File: src/rtl/rca_pkg.sv
// Purpose   : shared types and helpers for the pipelined ripple-carry adder.
// Latency   : n/a (package only).
// Backpress.: n/a.
//
// Contents: rca_op_e (add/subtract select), seg_width() (bits per segment).
package rca_pkg;

  typedef enum logic {
    OP_ADD = 1'b0,
    OP_SUB = 1'b1
  } rca_op_e;

  // Bits handled by each pipeline segment.
  function automatic int seg_width(input int width, input int stages);
    return width / stages;
  endfunction

endpackage

File: src/rtl/rca_segment.sv
// Purpose   : combinational SEG-bit ripple segment built from full_adder cells.
// Latency   : 0 cycles (pure combinational).
// Backpress.: none; the enclosing pipeline owns all flow control.
//
// Ports (rca_segment): a, b [SEG-1:0] operands; cin carry-in;
//                      sum [SEG-1:0] result; cout carry out of bit SEG-1.
// Ports (full_adder) : a, b, cin single-bit inputs; s sum bit; cout carry.
module full_adder (
  input  logic a,
  input  logic b,
  input  logic cin,
  output logic s,
  output logic cout
);

  assign s    = a ^ b ^ cin;
  assign cout = (a & b) | (cin & (a ^ b));

endmodule

module rca_segment #(
  parameter int SEG = 8
) (
  input  logic [SEG-1:0] a,
  input  logic [SEG-1:0] b,
  input  logic           cin,
  output logic [SEG-1:0] sum,
  output logic           cout
);

  // w_c[i] is the carry into bit i; w_c[SEG] leaves the segment.
  logic [SEG:0] w_c;

  assign w_c[0] = cin;

  for (genvar i = 0; i < SEG; i++) begin : g_fa
    full_adder u_fa (
      .a    (a[i]),
      .b    (b[i]),
      .cin  (w_c[i]),
      .s    (sum[i]),
      .cout (w_c[i+1])
    );
  end

  assign cout = w_c[SEG];

endmodule

File: src/rtl/pipelined_rca.sv
// Purpose   : elastic WIDTH-bit add/subtract, carry rippled through STAGES registered segments.
// Latency   : STAGES cycles from accept to out_valid when not stalled; 1 result/cycle.
// Backpress.: global stall -- every stage holds while out_valid && !out_ready; in_ready = advance.
//
// Ports:
//   clk, rst          clock, synchronous active-high reset
//   in_valid/in_ready upstream handshake for x, y, sub, c_in
//   x, y [WIDTH-1:0]  operands; sub=1 computes x + ~y + 1 and ignores c_in
//   out_valid/out_ready downstream handshake for s, c_out (and ovf)
//   s [WIDTH-1:0]     sum/difference modulo 2^WIDTH
//   c_out             carry out of bit WIDTH-1 (for subtract, 1 = no borrow)
//   ovf               only when RCA_PIPE_OVF_EN is defined: signed overflow of s
module pipelined_rca
  import rca_pkg::*;
#(
  parameter int WIDTH  = 32,
  parameter int STAGES = 4
) (
  input  logic             clk,
  input  logic             rst,
  input  logic             in_valid,
  output logic             in_ready,
  input  logic [WIDTH-1:0] x,
  input  logic [WIDTH-1:0] y,
  input  logic             sub,
  input  logic             c_in,
  output logic             out_valid,
  input  logic             out_ready,
  output logic [WIDTH-1:0] s,
`ifdef RCA_PIPE_OVF_EN
  output logic             c_out,
  output logic             ovf
`else
  output logic             c_out
`endif
);

  localparam int SEG = seg_width(WIDTH, STAGES);

  if ((STAGES < 1) || (STAGES > WIDTH) || ((WIDTH % STAGES) != 0)) begin : g_param_chk
    $error("pipelined_rca: WIDTH must be a non-zero multiple of STAGES");
  end

  logic             w_adv;
  rca_op_e          w_op;
  logic [WIDTH-1:0] w_y_eff;
  logic             w_cin0;

  assign w_op    = rca_op_e'(sub);
  assign w_y_eff = (w_op == OP_SUB) ? ~y : y;
  assign w_cin0  = (w_op == OP_SUB) ? 1'b1 : c_in;

  // Bubbles are not squeezed out: one advance signal moves or holds every stage.
  assign w_adv    = !out_valid || out_ready;
  assign in_ready = w_adv;

  // Stage k register holds: the valid bit, the carry out of segment k, the
  // result bits produced so far (low (k+1)*SEG bits) and, except in the last
  // stage, the operand bits still waiting for their segment.
  for (genvar k = 0; k < STAGES; k++) begin : g_stage
    localparam int DONE_W = (k + 1) * SEG;
    localparam int HI_W   = WIDTH - DONE_W;

    logic [SEG-1:0]    w_a;
    logic [SEG-1:0]    w_b;
    logic [SEG-1:0]    w_sum;
    logic              w_cin;
    logic              w_cout;
    logic              w_vld;
    logic [DONE_W-1:0] w_s_nxt;

    logic              r_vld;
    logic              r_c;
    logic [DONE_W-1:0] r_s;

    if (k == 0) begin : g_src
      assign w_a     = x[SEG-1:0];
      assign w_b     = w_y_eff[SEG-1:0];
      assign w_cin   = w_cin0;
      assign w_vld   = in_valid;
      assign w_s_nxt = w_sum;
    end else begin : g_src
      assign w_a     = g_stage[k-1].g_hi.r_a_hi[SEG-1:0];
      assign w_b     = g_stage[k-1].g_hi.r_b_hi[SEG-1:0];
      assign w_cin   = g_stage[k-1].r_c;
      assign w_vld   = g_stage[k-1].r_vld;
      assign w_s_nxt = {w_sum, g_stage[k-1].r_s};
    end

    rca_segment #(
      .SEG (SEG)
    ) u_seg (
      .a    (w_a),
      .b    (w_b),
      .cin  (w_cin),
      .sum  (w_sum),
      .cout (w_cout)
    );

    // Valid moves on every advance; data only loads behind a real transfer so
    // the output word stays put across bubbles.
    always_ff @(posedge clk) begin
      if (rst) begin
        r_vld <= 1'b0;
        r_c   <= 1'b0;
        r_s   <= '0;
      end else if (w_adv) begin
        r_vld <= w_vld;
        if (w_vld) begin
          r_c <= w_cout;
          r_s <= w_s_nxt;
        end
      end
    end

    // Skew registers: upper operand chunks wait here until their segment.
    if (k < STAGES - 1) begin : g_hi
      logic [HI_W-1:0] w_a_hi;
      logic [HI_W-1:0] w_b_hi;
      logic [HI_W-1:0] r_a_hi;
      logic [HI_W-1:0] r_b_hi;

      if (k == 0) begin : g_hsrc
        assign w_a_hi = x[WIDTH-1:SEG];
        assign w_b_hi = w_y_eff[WIDTH-1:SEG];
      end else begin : g_hsrc
        assign w_a_hi = g_stage[k-1].g_hi.r_a_hi[HI_W+SEG-1:SEG];
        assign w_b_hi = g_stage[k-1].g_hi.r_b_hi[HI_W+SEG-1:SEG];
      end

      always_ff @(posedge clk) begin
        if (rst) begin
          r_a_hi <= '0;
          r_b_hi <= '0;
        end else if (w_adv && w_vld) begin
          r_a_hi <= w_a_hi;
          r_b_hi <= w_b_hi;
        end
      end
    end

`ifdef RCA_PIPE_OVF_EN
    // Carry into the MSB is recovered from the MSB sum bit, so the segment
    // needs no extra port. b already carries the subtract inversion.
    if (k == STAGES - 1) begin : g_ovf
      logic w_c_msb;
      logic r_ovf;

      assign w_c_msb = w_a[SEG-1] ^ w_b[SEG-1] ^ w_sum[SEG-1];

      always_ff @(posedge clk) begin
        if (rst) begin
          r_ovf <= 1'b0;
        end else if (w_adv && w_vld) begin
          r_ovf <= w_c_msb ^ w_cout;
        end
      end
    end
`endif
  end

  assign out_valid = g_stage[STAGES-1].r_vld;
  assign s         = g_stage[STAGES-1].r_s;
  assign c_out     = g_stage[STAGES-1].r_c;
`ifdef RCA_PIPE_OVF_EN
  assign ovf       = g_stage[STAGES-1].g_ovf.r_ovf;
`endif

endmodule

File: config.mk
export PLATFORM = sky130hd
export DESIGN_NAME = pipelined_rca
export DESIGN_NICKNAME = d
export VERILOG_FILES = /design/src/rtl/rca_pkg.sv /design/src/rtl/rca_segment.sv /design/src/rtl/pipelined_rca.sv
export SDC_FILE = /design/constraint.sdc
export NUM_CORES = 1
export LEC_CHECK = 0
export BUFFER_PORTS_ARGS = -buffer_cell sky130_fd_sc_hd__buf_2
export CORE_ASPECT_RATIO = 0.9
export CORE_MARGIN = 2
export CORE_UTILIZATION = 29
export DETAILED_ROUTE_END_ITERATION = 12
export GPL_ROUTABILITY_DRIVEN = 0
export GPL_TIMING_DRIVEN = 0
export PLACE_DENSITY = 0.48
export SLEW_MARGIN = 0
export SYNTH_ARGS = -nofsm -noshare
export SYNTH_HDL_FRONTEND = slang
export SYNTH_HIERARCHICAL = 1
export SYNTH_SLANG_ARGS = --single-unit
export TNS_END_PERCENT = 10
File: constraint.sdc
create_clock -name clk -period 13.4 [get_ports clk]
set_input_delay 2.68 -clock clk [delete_from_list [all_inputs] [get_ports clk]]
set_output_delay 2.68 -clock clk [all_outputs]
set_load 0.01 [all_outputs]
# Yosys cells after proc, flatten, opt, wreduce, memory -nomap -nowiden
# Index checks and enable logic that the tools add are counted.
# op_classes
add_sub_neg	0
multipliers	0
div	0
n_lt_le_gt_ge	0
n_eq_ne	0
shift	0
muxes	2
bitwise	161
reduce_logical	9
# ops
op	n
1-bit AND	64
1-bit bitwise XOR	64
32-bit 2-to-1 mux	1
32-bit NOT	1
1-bit OR	32
2-bit AND reduction	4
1-bit logical AND	3
1-bit logical NOT	1
1-bit logical OR	1
1-bit 2-to-1 mux	1
# word_totals
ff_bits	184
latch_bits	0
ramBits	0
mem_bits_ro	0
output_inout_bits	35
memories	0

# Depth between registers and ports, before layout
# logic_depth
word_depth	19
mapped_depth	13
mapped_depth_nobuf	11

# Hierarchy
# Netlist, hierarchy kept.
# by_module_without_submodules
module	instances	cells_each	area_per_inst_um2	seq_area_each_um2
pipelined_rca	1	848	7310.8	3683.5
full_adder	32	1	20.0	0.0

# Worst setup path after synthesis
# Ideal clock, no wire load.
# synth_timing
kind	input port to flip-flop
from	input port sub
to	register g_stage[0].r_s[7]
setup_ns	0.123
arrival_time_ns	6.528
required_time_ns	13.277
setup_slack_ns	6.749
path_stages	13
n_path_buf	2
cell_sequence	buf_4 > buf_4 > or2_2 > fa_1 > fa_1 > fa_1 > fa_1 > fa_1 > fa_1 > fa_1 > fa_1 > nand4b_1 > o21ai_0
# synth_via
elab_cells_between_ends	32
classes_between	2 x mux; 30 x bitwise
# synth_lines
element	line	text
from (decl)	pipelined_rca.sv:25	input logic sub,
1-bit 2-to-1 mux	pipelined_rca.sv:51	assign w_cin0 = (w_op == OP_SUB) ? 1'b1 : c_in;
via g_stage[0].w_cin	pipelined_rca.sv:67	logic w_cin;
1-bit AND	rca_segment.sv:17	assign cout = (a & b) | (cin & (a ^ b));
1-bit OR	rca_segment.sv:17	
via g_stage[0].u_seg.w_c[1]	rca_segment.sv:32	logic [SEG:0] w_c;
1-bit AND	rca_segment.sv:17	
1-bit OR	rca_segment.sv:17	
via g_stage[0].u_seg.w_c[2]	rca_segment.sv:32	
[... 2 more ...]	-	
via g_stage[0].u_seg.w_c[3]	rca_segment.sv:32	
[... 2 more ...]	-	
via g_stage[0].u_seg.w_c[4]	rca_segment.sv:32	
[... 2 more ...]	-	
via g_stage[0].u_seg.w_c[5]	rca_segment.sv:32	
1-bit AND	rca_segment.sv:17	
1-bit OR	rca_segment.sv:17	
via g_stage[0].u_seg.w_c[6]	rca_segment.sv:32	
1-bit AND	rca_segment.sv:17	
1-bit OR	rca_segment.sv:17	
via g_stage[0].u_seg.w_c[7]	rca_segment.sv:32	
1-bit bitwise XOR	rca_segment.sv:16	assign s = a ^ b ^ cin;
via g_stage[0].w_s_nxt[7]	pipelined_rca.sv:70	logic [DONE_W-1:0] w_s_nxt;
to (signal assigned)	pipelined_rca.sv:111	r_s <= w_s_nxt;
to (decl)	pipelined_rca.sv:74	logic [DONE_W-1:0] r_s;
# The timed path passes the listed nets, and every way through them passes these cells.
# A chain may end at the register's enable or synchronous reset.

# Worst setup path after layout
# layout_timing
from	input port out_ready
to	output port in_ready
# layout_via
elab_chain_len	1
# layout_rtl
element	line	text
from (decl)	pipelined_rca.sv:28	input logic out_ready,
1-bit logical OR	pipelined_rca.sv:54	assign w_adv = !out_valid || out_ready;
to (decl)	pipelined_rca.sv:22	output logic in_ready,
# Every way passes these cells.

==> impl_metrics.ini <==
[outcome]
status = finished, final reports clean

[finish]
fin_util_pct = 35.6
syn2layout_area_growth_pct = 20.7
multi_input_area_mm2 = 0.00369
fillerInstances = 2930
seqCellArea_mm2 = 0.00368
drive_above_1_share_pct = 19.8
nets = 1102
layout_commonest_cell = dfxtp_1
final_cell_mix = dfxtp_1 (184), a21oi_1 (172), nand3_1 (144), buf_2 (137), o21ai_0 (124)

[global_routing]
grt_max_degree = 17
grt_pass1_vias = 6444
use_met2_pct = 23.7
busiest_layer = met1
antenna_found_initial = 0
grt.met1_usage_pct = 26.1
grt-ovfl-total = 0
track_usage_pct = 16.8
grt_pass1_wl_mm = 37.1
grtUsageMet3_pct = 3.18

[floorplan]
core_mm2 = 0.0270
num_rows = 57
die_w_um = 179
die-height_um = 161
ios = 105
dieArea_mm2 = 0.0288
start_util_pct = 29.5

[cts]
cts_sinks = 184
root_buffer = clkbuf_16
clkTransAtPathRegs_ns = 0.06
cts-resized-gates = 0
hold_buffers = 0
postCtsSetupBuffers = 0
cts_tree = yes
cts_buffers = 17
worst_skew_pair.late_latency_ns = 0.44
cts.path.max_buffers = 2
htree_levels = 4

[synth]
yosys-top-cells-area = dfxtp_1 (46%), a21oi_1 (11%), nand3_1 (9.1%), fa_1 (8.1%), o21ai_0 (7.8%)
netlist_instances = 880
syn_avg_cell_area_um2 = 9.04
yosys.cell_types.count = 26
yosys.area.top_type = dfxtp_1
netlist_area_mm2 = 0.00795
synth_top_area_share_pct = 46.3
yosysSeqAreaShare_pct = 46.3
syn_nets = 982
ys_ff_latch = 184
ys_warn_count = 6

[timing]
slew-limit-headroom_pct = 43.5
fin_crit_sh_pct = 47.7
max_freq_ghz = 0.156
finalClockSkew_ns = 0.00877
post-route-min-period_ns = 6.39
setup-violations-final = 0
worstMarginPinSlew_ns = 0.848
hold_viol_final = 0
finalMaxSlewViolations = 0
finalSetupTns_ns = 0
rsz0062_at_grt = no

[worst_hold_path]
min_path_type = reg2reg

[setup_path]
worstSetupPathType = in2out
slowest_stage = buf_4
end_kind = output pin
start_kind = input port
path_cells = buf_2 > nor2b_4 > buf_6 > inv_6 > buf_6 > buf_4 > buf_2
cp.required_ns = 10.72
arrival_ns = 3.71
max_stage_delay_ns = 0.23
path_max_fanout = 10

[detailed_routing]
ant_nets = 0
wl_mm = 23.4
vias_per_cell = 4.81
drt_iter0_markers = 354
post-route-drc-count = 0
vias = 6585
drtPass1Iterations = 4
wl_per_cell_um = 17.1

[pwr]
power.switching_mw = 0.305
powerDensity_mw_per_mm2 = 133
combPwrFrac_pct = 8.2
p_seq_share_pct = 45.4
vdd_ir_drop_max_uv = 84.1
clkPwrFrac_pct = 46.4
p_leak_nw = 3.57
totalPowerFinal_mw = 1.28
p_int_mw = 0.972
sw_frac_of_total_pct = 23.9

[place]
port_buffers = 101
place_hpwl_mm = 17.7

[job]
max_cap_viol_count = 0
==> metal layers <==
layer,routed length (um),part of all wire [%]
met1,12500,53
met4,177,0.75
met2,9580,41
met5,0,0
met3,1190,5.1
==> cell type report <==
cell class,instances,share of cell area (%)
antenna,1,0.0261
buffer,100,5.80
clock buffer,19,4.72
clock inverter,13,2.49
inverter,5,0.248
multi-input combinational,591,38.4
sequential,184,38.4
tap,354,4.62
timing repair buffer,101,5.27
==> cells in the mapped netlist, drive strengths merged <==
cell,instances
clkbuf,43
dfxtp,184
nand2,6
xnor2,24
xor2,8
nand3,144
nand4b,8
nand2b,13
o21ai,152
buf,57
inv,5
nor2b,1
fa,32
nor2,2
mux2i,4
a211oi,24
a21oi,172
or2,1
==> power by group through the flow <==
stage	Clock (mW)	Sequential (mW)	Combinational [mW]
2_1_floorplan	0	0.587	0.0689
3_3_place_gp	0	0.592	0.105
3_5_place_dp	0	0.593	0.106
4_1_cts	0.603	0.580	0.106
5_1_grt	0.626	0.582	0.118
6_report	0.592	0.580	0.105
==> stage by stage <==
stage                     setup slack, ns  instance area, um^2  hold WS, ns  instances
final                                7.01                 9590        0.470       1368
after global routing                 6.87                 9590        0.490       1367
after CTS                            6.98                 9590        0.473       1367
after detailed placement             6.53                 8900        0.462       1335
after global placement               6.56                 8900        0.462       1335
after floorplan                      6.75                 7950        0.444        880
==> cell families (layout without fill, tap and decap cells) <==
logic type	Yosys count	count (layout)	share of synthesized area, %
DFF	184	184	46.3
xor gates and xnor gates	32	32	3.52
AOI/OAI and AO/OA	348	348	22.7
and+or+nand+nor	175	175	11.6
other	0	1	0
buffers and inverters	105	238	7.30
muxes	4	4	0.504
adders and majority gates	32	32	8.06
==> registers in the layout, indices dropped and copies added (netlist names) <==
name	cells
g_stage.g_hi.r_a_hi	48
g_stage.g_hi.r_b_hi	48
g_stage.r_s	48
s	32
g_stage.r_c	3
g_stage.r_vld	3
c_out	1
out_valid	1
==> critical path: cells and delay by family <==
| kind | cells | cell delay, ns |
|---|---|---|
| and+or+nand+nor | 1 | 0.04 |
| buffers and inverters | 6 | 0.97 |
==> final timing paths <==
| path | start | end | slack, ns | cells past startpoint |
|---|---|---|---|---|
| max | out_ready | in_ready | 7.01 | 7 |
| min | g_stage[0].g_hi.r_a_hi[20]$_SDFFE_PP0P_ | g_stage[1].g_hi.r_a_hi[12]$_SDFFE_PP0P_ | 0.47 | 2 |
| min reg2reg | g_stage[0].g_hi.r_a_hi[20]$_SDFFE_PP0P_ | g_stage[1].g_hi.r_a_hi[12]$_SDFFE_PP0P_ | 0.47 | 2 |
| max reg2reg | g_stage[1].g_hi.r_a_hi[0]$_SDFFE_PP0P_ | g_stage[2].r_s[23]$_SDFFE_PP0P_ | 9.46 | 10 |
(Power assumes the default switching activity.)
